File: src/rtl/spi_pkg.sv
// -----------------------------------------------------------------------------
// spi_pkg
// Shared types and default constants for the SPI master controller.
//   spi_state_e      : sequencer states (IDLE, SETUP, SHIFT, NEXT, HOLD)
//   SPI_*_DEF        : default word width, SCLK half-period and CS guard time
// -----------------------------------------------------------------------------
package spi_pkg;

    typedef enum logic [2:0] {
        IDLE  = 3'd0,
        SETUP = 3'd1,
        SHIFT = 3'd2,
        NEXT  = 3'd3,
        HOLD  = 3'd4
    } spi_state_e;

    localparam int SPI_DATA_W_DEF   = 8;
    localparam int SPI_CLK_DIV_DEF  = 4;
    localparam int SPI_CS_SETUP_DEF = 2;

endpackage

File: src/rtl/spi_clk_div.sv
// -----------------------------------------------------------------------------
// spi_clk_div
// SCLK generator. While en_i is high, a divider counts 0..CLK_DIV-1 and the
// registered SCLK toggles at each wrap. While en_i is low the divider and SCLK
// are held at 0, so every enable starts from a clean phase.
// Ports:
//   clk_i, rst_i   system clock, synchronous active-high reset
//   en_i           run the divider (high only while shifting)
//   rise_stb_o     high in the cycle whose closing edge drives SCLK 0->1
//   fall_stb_o     high in the cycle whose closing edge drives SCLK 1->0
//   sclk_o         registered SPI clock, idle low
// -----------------------------------------------------------------------------
module spi_clk_div
    import spi_pkg::*;
#(
    parameter int CLK_DIV = SPI_CLK_DIV_DEF
) (
    input  logic clk_i,
    input  logic rst_i,
    input  logic en_i,
    output logic rise_stb_o,
    output logic fall_stb_o,
    output logic sclk_o
);

    localparam int DIV_W = (CLK_DIV > 1) ? $clog2(CLK_DIV) : 1;

    logic [DIV_W-1:0] div_q, div_d;
    logic             sclk_q, sclk_d;
    logic             wrap;

    assign wrap = en_i && (div_q == DIV_W'(CLK_DIV - 1));

    // Strobes are combinational so the controller acts on the same edge that
    // moves SCLK; its own registers then change together with the pin.
    assign rise_stb_o = wrap && !sclk_q;
    assign fall_stb_o = wrap &&  sclk_q;
    assign sclk_o     = sclk_q;

    always_comb begin
        div_d  = div_q;
        sclk_d = sclk_q;
        if (!en_i) begin
            div_d  = '0;
            sclk_d = 1'b0;
        end else if (wrap) begin
            div_d  = '0;
            sclk_d = ~sclk_q;
        end else begin
            div_d  = div_q + DIV_W'(1);
        end
    end

    always_ff @(posedge clk_i) begin
        if (rst_i) begin
            div_q  <= '0;
            sclk_q <= 1'b0;
        end else begin
            div_q  <= div_d;
            sclk_q <= sclk_d;
        end
    end

endmodule

File: src/rtl/spi_master_ctrl.sv
// -----------------------------------------------------------------------------
// spi_master_ctrl
// SPI master transaction sequencer, mode 0 (CPOL=0, CPHA=0). Words arrive on a
// valid/ready stream; tx_last_i closes a frame. Chip select stays low across
// all words of a frame, with a CS_SETUP-cycle guard before the first word and
// after the last SCLK falling edge.
// Ports:
//   clk_i, rst_i          system clock, synchronous active-high reset
//   tx_valid_i/tx_ready_o upstream handshake (ready only in IDLE and NEXT)
//   tx_data_i, tx_last_i  word to send and end-of-frame flag
//   rx_valid_o, rx_data_o one-cycle pulse with the received word (held)
//   sclk_o, mosi_o, miso_i, cs_n_o  SPI pins
//   busy_o                high whenever the sequencer is not IDLE
// Optional build macro SPI_LSB_FIRST_EN: adds lsb_first_i, latched with each
// accepted word, selecting LSB-first transmit and receive bit order.
// -----------------------------------------------------------------------------
module spi_master_ctrl
    import spi_pkg::*;
#(
    parameter int DATA_W   = SPI_DATA_W_DEF,
    parameter int CLK_DIV  = SPI_CLK_DIV_DEF,
    parameter int CS_SETUP = SPI_CS_SETUP_DEF
) (
    input  logic              clk_i,
    input  logic              rst_i,
    input  logic              tx_valid_i,
    input  logic [DATA_W-1:0] tx_data_i,
    input  logic              tx_last_i,
    output logic              tx_ready_o,
    output logic              rx_valid_o,
    output logic [DATA_W-1:0] rx_data_o,
    output logic              sclk_o,
    output logic              mosi_o,
    input  logic              miso_i,
`ifdef SPI_LSB_FIRST_EN
    input  logic              lsb_first_i,
`endif
    output logic              cs_n_o,
    output logic              busy_o
);

    localparam int BC_W  = $clog2(DATA_W + 1);
    localparam int CNT_W = (CS_SETUP > 1) ? $clog2(CS_SETUP) : 1;

    function automatic logic [DATA_W-1:0] bit_rev(input logic [DATA_W-1:0] v);
        logic [DATA_W-1:0] r;
        for (int i = 0; i < DATA_W; i++) begin
            r[i] = v[DATA_W-1-i];
        end
        return r;
    endfunction

    spi_state_e        state_q, state_d;
    logic [CNT_W-1:0]  cnt_q, cnt_d;
    logic [BC_W-1:0]   bit_cnt_q, bit_cnt_d;
    logic [DATA_W-1:0] tx_sh_q, tx_sh_d;
    logic [DATA_W-1:0] rx_sh_q, rx_sh_d;
    logic [DATA_W-1:0] rx_data_q, rx_data_d;
    logic              rx_valid_q, rx_valid_d;
    logic              mosi_q, mosi_d;
    logic              cs_n_q, cs_n_d;
    logic              last_q, last_d;
    logic [DATA_W-1:0] tx_word;

    logic accept;
    logic cnt_done;
    logic word_end;
    logic shift_en;
    logic rise_stb, fall_stb;
    logic lsb_acc;   // bit order requested with the word being accepted
    logic lsb_cur;   // bit order of the word currently on the wire

`ifdef SPI_LSB_FIRST_EN
    logic lsb_q;

    assign lsb_acc = lsb_first_i;
    assign lsb_cur = lsb_q;

    always_ff @(posedge clk_i) begin
        if (rst_i) begin
            lsb_q <= 1'b0;
        end else if (accept) begin
            lsb_q <= lsb_first_i;
        end
    end
`else
    assign lsb_acc = 1'b0;
    assign lsb_cur = 1'b0;
`endif

    assign shift_en = (state_q == SHIFT);

    spi_clk_div #(
        .CLK_DIV (CLK_DIV)
    ) u_clk_div (
        .clk_i      (clk_i),
        .rst_i      (rst_i),
        .en_i       (shift_en),
        .rise_stb_o (rise_stb),
        .fall_stb_o (fall_stb),
        .sclk_o     (sclk_o)
    );

    assign accept   = tx_valid_i && tx_ready_o;
    assign cnt_done = (cnt_q == CNT_W'(CS_SETUP - 1));
    // The word ends on the falling edge that follows the DATA_W-th rising edge.
    assign word_end = shift_en && fall_stb && (bit_cnt_q == BC_W'(DATA_W));

    // State register
    always_ff @(posedge clk_i) begin
        if (rst_i) begin
            state_q <= IDLE;
        end else begin
            state_q <= state_d;
        end
    end

    // Next-state logic
    always_comb begin
        state_d = state_q;
        case (state_q)
            IDLE:    if (accept)   state_d = SETUP;
            SETUP:   if (cnt_done) state_d = SHIFT;
            SHIFT:   if (word_end) state_d = last_q ? HOLD : NEXT;
            NEXT:    if (accept)   state_d = SHIFT;
            HOLD:    if (cnt_done) state_d = IDLE;
            default:               state_d = IDLE;
        endcase
    end

    // Outputs decoded from state; ready is masked while reset is held.
    always_comb begin
        tx_ready_o = !rst_i && ((state_q == IDLE) || (state_q == NEXT));
        busy_o     = (state_q != IDLE);
    end

    // Datapath next-state
    always_comb begin
        cnt_d      = '0;
        bit_cnt_d  = bit_cnt_q;
        tx_sh_d    = tx_sh_q;
        rx_sh_d    = rx_sh_q;
        rx_data_d  = rx_data_q;
        rx_valid_d = 1'b0;
        mosi_d     = mosi_q;
        cs_n_d     = cs_n_q;
        last_d     = last_q;
        tx_word    = lsb_acc ? bit_rev(tx_data_i) : tx_data_i;

        if (((state_q == SETUP) || (state_q == HOLD)) && !cnt_done) begin
            cnt_d = cnt_q + CNT_W'(1);
        end

        // The transmit word is stored in wire order, so the shifter always
        // emits from its top bit regardless of the selected bit order.
        if (accept) begin
            cs_n_d  = 1'b0;
            mosi_d  = tx_word[DATA_W-1];
            tx_sh_d = {tx_word[DATA_W-2:0], 1'b0};
            last_d  = tx_last_i;
        end

        if (!shift_en) begin
            bit_cnt_d = '0;
        end else if (rise_stb) begin
            bit_cnt_d = bit_cnt_q + BC_W'(1);
            rx_sh_d   = {rx_sh_q[DATA_W-2:0], miso_i};
        end

        if (word_end) begin
            rx_valid_d = 1'b1;
            rx_data_d  = lsb_cur ? bit_rev(rx_sh_q) : rx_sh_q;
        end else if (shift_en && fall_stb) begin
            mosi_d  = tx_sh_q[DATA_W-1];
            tx_sh_d = {tx_sh_q[DATA_W-2:0], 1'b0};
        end

        if ((state_q == HOLD) && cnt_done) begin
            cs_n_d = 1'b1;
        end
    end

    always_ff @(posedge clk_i) begin
        if (rst_i) begin
            cnt_q      <= '0;
            bit_cnt_q  <= '0;
            tx_sh_q    <= '0;
            rx_sh_q    <= '0;
            rx_data_q  <= '0;
            rx_valid_q <= 1'b0;
            mosi_q     <= 1'b0;
            cs_n_q     <= 1'b1;
            last_q     <= 1'b0;
        end else begin
            cnt_q      <= cnt_d;
            bit_cnt_q  <= bit_cnt_d;
            tx_sh_q    <= tx_sh_d;
            rx_sh_q    <= rx_sh_d;
            rx_data_q  <= rx_data_d;
            rx_valid_q <= rx_valid_d;
            mosi_q     <= mosi_d;
            cs_n_q     <= cs_n_d;
            last_q     <= last_d;
        end
    end

    assign rx_valid_o = rx_valid_q;
    assign rx_data_o  = rx_data_q;
    assign mosi_o     = mosi_q;
    assign cs_n_o     = cs_n_q;

endmodule
File: config.mk
export PLATFORM = sky130hd
export DESIGN_NAME = spi_master_ctrl
export DESIGN_NICKNAME = d
export VERILOG_FILES = /design/src/rtl/spi_pkg.sv /design/src/rtl/spi_clk_div.sv /design/src/rtl/spi_master_ctrl.sv
export SDC_FILE = /design/constraint.sdc
export NUM_CORES = 1
export LEC_CHECK = 0
export CAP_MARGIN = 5
export CORE_ASPECT_RATIO = 2
export CORE_UTILIZATION = 40
export CTS_BUF_LIST = sky130_fd_sc_hd__clkbuf_4 sky130_fd_sc_hd__clkbuf_8
export CTS_CLUSTER_DIAMETER = 30
export DETAILED_ROUTE_END_ITERATION = 7
export GPL_ROUTABILITY_DRIVEN = 1
export GPL_TIMING_DRIVEN = 0
export PLACE_DENSITY_LB_ADDON = 0.12
export SYNTH_ARGS = -nofsm -noshare
export SYNTH_HDL_FRONTEND = slang
export SYNTH_SLANG_ARGS = --single-unit
File: constraint.sdc
create_clock -name clk_i -period 2.1 [get_ports clk_i]
set_input_delay 0.21 -clock clk_i [delete_from_list [all_inputs] [get_ports clk_i]]
set_output_delay 0.21 -clock clk_i [all_outputs]
set_load 0.05 [all_outputs]
==> results.ini <==
[floorplan]
die_h_um = 95.0
rows = 33
fp.dieW_um = 48.5
dieArea_um2 = 4600
start_util_pct = 41.8
num_io_pins = 27
coreArea_um2 = 4130

[detailed_routing]
postRouteAntennaNets = 0
viasPerCell = 5.07
drc = 0
first_pass_iters = 4
vias = 1278
wire_per_inst_um = 14.0
drt_iter0_drc = 8
wl_um = 3520

[setup_path]
cpMaxStageDelayCell = or3_2
path_max_fanout = 10
worst_ep_arrival_time_ns = 1.76
critPathLaunchType = register
path_buf_inv = 2
critical-path-top-delay-family = buffers and inverters
crit_type = reg -> out
max_stage_delay_ns = 0.46
crit_path_end_kind = output pin
worst_ep_required_time_ns = 1.89
cp_cell_sequence = clkbuf_1 > or3_2 > dlygate4sd2_1

[cells_and_area]
final_area_um2 = 2130
layout.cells.non_filler = 252
syn_to_final_growth_pct = 23.2
post_route_cells_drive_above_1_share_pct = 16.5
diodes = 0
nets = 215

[clock_tree]
cts_buffers = 5
cts_sinks = 39
clk_latency_ns = 0.29
cts_root_buf = clkbuf_8
cts_htree_levels = 2
clkSlewWorstSetupHoldPaths_ns = 0.08
ctsHoldBuffers = 0
cts_buffer_depth = 2
ctsResizeCount = 2
cts_setup_buffers = 0
cts_tree = built

[status]
outcome = complete, no violations

[grt]
grt_overflow = 0
antenna_found_initial = 0
grt_first_pass_wirelength_um = 5710
grt_usage_pct = 16.3
grt_pass1_vias = 1248
grt_max_degree = 12

[run]
maxCapViolCount = 0

[timing]
skew_ns = 0.00779
tns_ns = 0
rsz0062_at_grt = no
fin_crit_ns = 1.97
clock.fmax_ghz = 0.509
slew_violations = 0
report.final.setup_viol = 0
finalHoldViolations = 0
slew_headroom_pct = 62.1
period_share_pct = 93.6
max_slew.worst_pin.slew_ns = 0.568

[worst_hold_path]
hp-class = in -> reg

[placement]
io_buffer_count = 25
dp.cells = 244
dpl.hpwl_um = 2630
gp_congestion = 0.927
placed_cell_area_um2 = 2040

[power]
power_frac_comb_pct = 10.7
power_frac_seq_pct = 53.7
swShare_pct = 24.0
irDropWorstVdd_v = 0.000520
power.density_nw_per_um2 = 670
internal-power_w = 0.00108
power.share.clock_pct = 35.6
p_leak_nw = 0.877
power_switching_w = 0.000343

[synth]
synth_top_cell_area_share_pct = 45.2
syn_inst = 167
synth_fp_nets = 183
yosys.area.top_type = dfxtp_1
avgSynthCellArea_um2 = 10.3
ys_ff_latch = 39
syn_area_um2 = 1730
yosysWarnings = 0
yosysUniqueCellTypes = 37
netlist_top_cells_area = dfxtp_1 (45%), mux2i_1 (14%), nor2_1 (7.2%)
synth_seq_area_share_pct = 45.2

==> worst reg2reg max path: cells and delay by family (launching register included) <==
family	cells	cell delay, ns
adders and majority gates	1	0.18
AOI/OAI and AO/OA	1	0.06
DFF	1	0.39
and+or+nand+nor	3	0.69
buffers and inverters	3	0.36
==> area by class of cell <==
| cell class | instances | area (um2) |
|---|---|---|
| Buffer | 13 | 92.6 |
| Clock buffer | 7 | 83.8 |
| Clock inverter | 1 | 5.00 |
| Fill cell | 395 | 2000 |
| Inverter | 7 | 26.3 |
| Multi-Input combinational cell | 108 | 828 |
| Sequential cell | 39 | 781 |
| Tap cell | 52 | 65.1 |
| Timing Repair Buffer | 25 | 248 |
==> power by group through the flow <==
stage,Clock (W),Combinational (W),Sequential (W)
finish,0.000508,0.000153,0.000767
global route,0.000557,0.000162,0.000770
global placement,0,0.000154,0.000784
floorplan,0,0.0000958,0.000791
CTS,0.000528,0.000155,0.000767
detailed placement,0,0.000158,0.000784
==> cells by family after synthesis <==
group / share of synthesized area (%)
AO/OA/AOI/OAI: 9.78
XOR/XNOR: 3.04
adder cells (fa/ha/maj): 2.17
buffers and inverters: 6.88
flip-flops: 45.2
multiplexers: 15.1
AND/OR/NAND/NOR: 17.8
==> path summary, 6_finish.rpt <==
kind | cells after the start | endpoint | slack (ns) | from
hold / removal | 3 | last_q$_SDFFE_PP0P_ | 0.40 | rst_i
setup reg to reg | 8 | tx_sh_q[6]$_SDFF_PP0_ | 0.31 | bit_cnt_q[0]$_SDFFE_PP0P_
hold reg to reg | 1 | u_clk_div.div_q[0]$_SDFF_PP0_ | 0.44 | u_clk_div.div_q[0]$_SDFF_PP0_
setup / recovery | 3 | busy_o | 0.13 | state_q[0]$_SDFFE_PP0P_
==> cell usage in the layout (no fill, tap or decap), types with 2 or more instances in the layout <==
cell type,n
or3_2,2
nor3_1,3
nor3b_1,2
a21oi_1,2
nand3b_1,2
xnor2_1,4
clkbuf_1,4
mux2i_1,25
inv_1,7
nand2_1,2
dfxtp_1,39
clkbuf_4,2
buf_2,4
nor2_1,33
buf_4,2
xor2_1,2
clkbuf_8,5
clkdlybuf4s50_1,23
nand3_1,3
buf_6,2
dlygate4sd2_1,2
ha_1,3
a211oi_2,8
==> routing by layer <==
metal  up-vias  GRT usage (%)  wire length [um]
li1        634              -                 -
met1       609           14.9              1260
met2        29           31.9              2040
met3         6           4.03               151
met4         0           9.31                69
met5         -              0                 0
==> cell usage after synthesis, drive strengths merged <==
master,count
a2111o,1
a211oi,8
a21boi,1
a21oi,2
a221o,1
a2bb2oi,1
a31oi,1
and3b,1
and4b,1
and4bb,1
buf,9
clkbuf,4
dfxtp,39
ha,3
inv,7
mux2,1
mux2i,25
nand2,2
nand3,3
nand3b,2
nand4b,1
nand4bb,1
nor2,34
nor3,3
nor3b,2
nor4,1
o21ai,1
o311a,1
or3,3
or4,1
xnor2,4
xor2,2
==> sequential cells by signal (all words and copies together) (netlist names), 2 cells and up <==
register	cells
rx_data_o	8
rx_sh_q	8
tx_sh_q	8
bit_cnt_q	4
state_q	3
u_clk_div.div_q	2
==> per-stage QoR <==
stage	util, %	total power, W	hold WS [ns]	worst slack, ns
global route	51.6	0.00149	0.447	0.0499
floorplan	-	0.000887	0.354	0.208
detailed placement	49.5	0.000943	0.436	0.0430
global placement	49.5	0.000937	0.415	0.0650
CTS	51.6	0.00145	0.398	0.122
finish	51.6	0.00143	0.402	0.134
(Power assumes the default switching activity.)
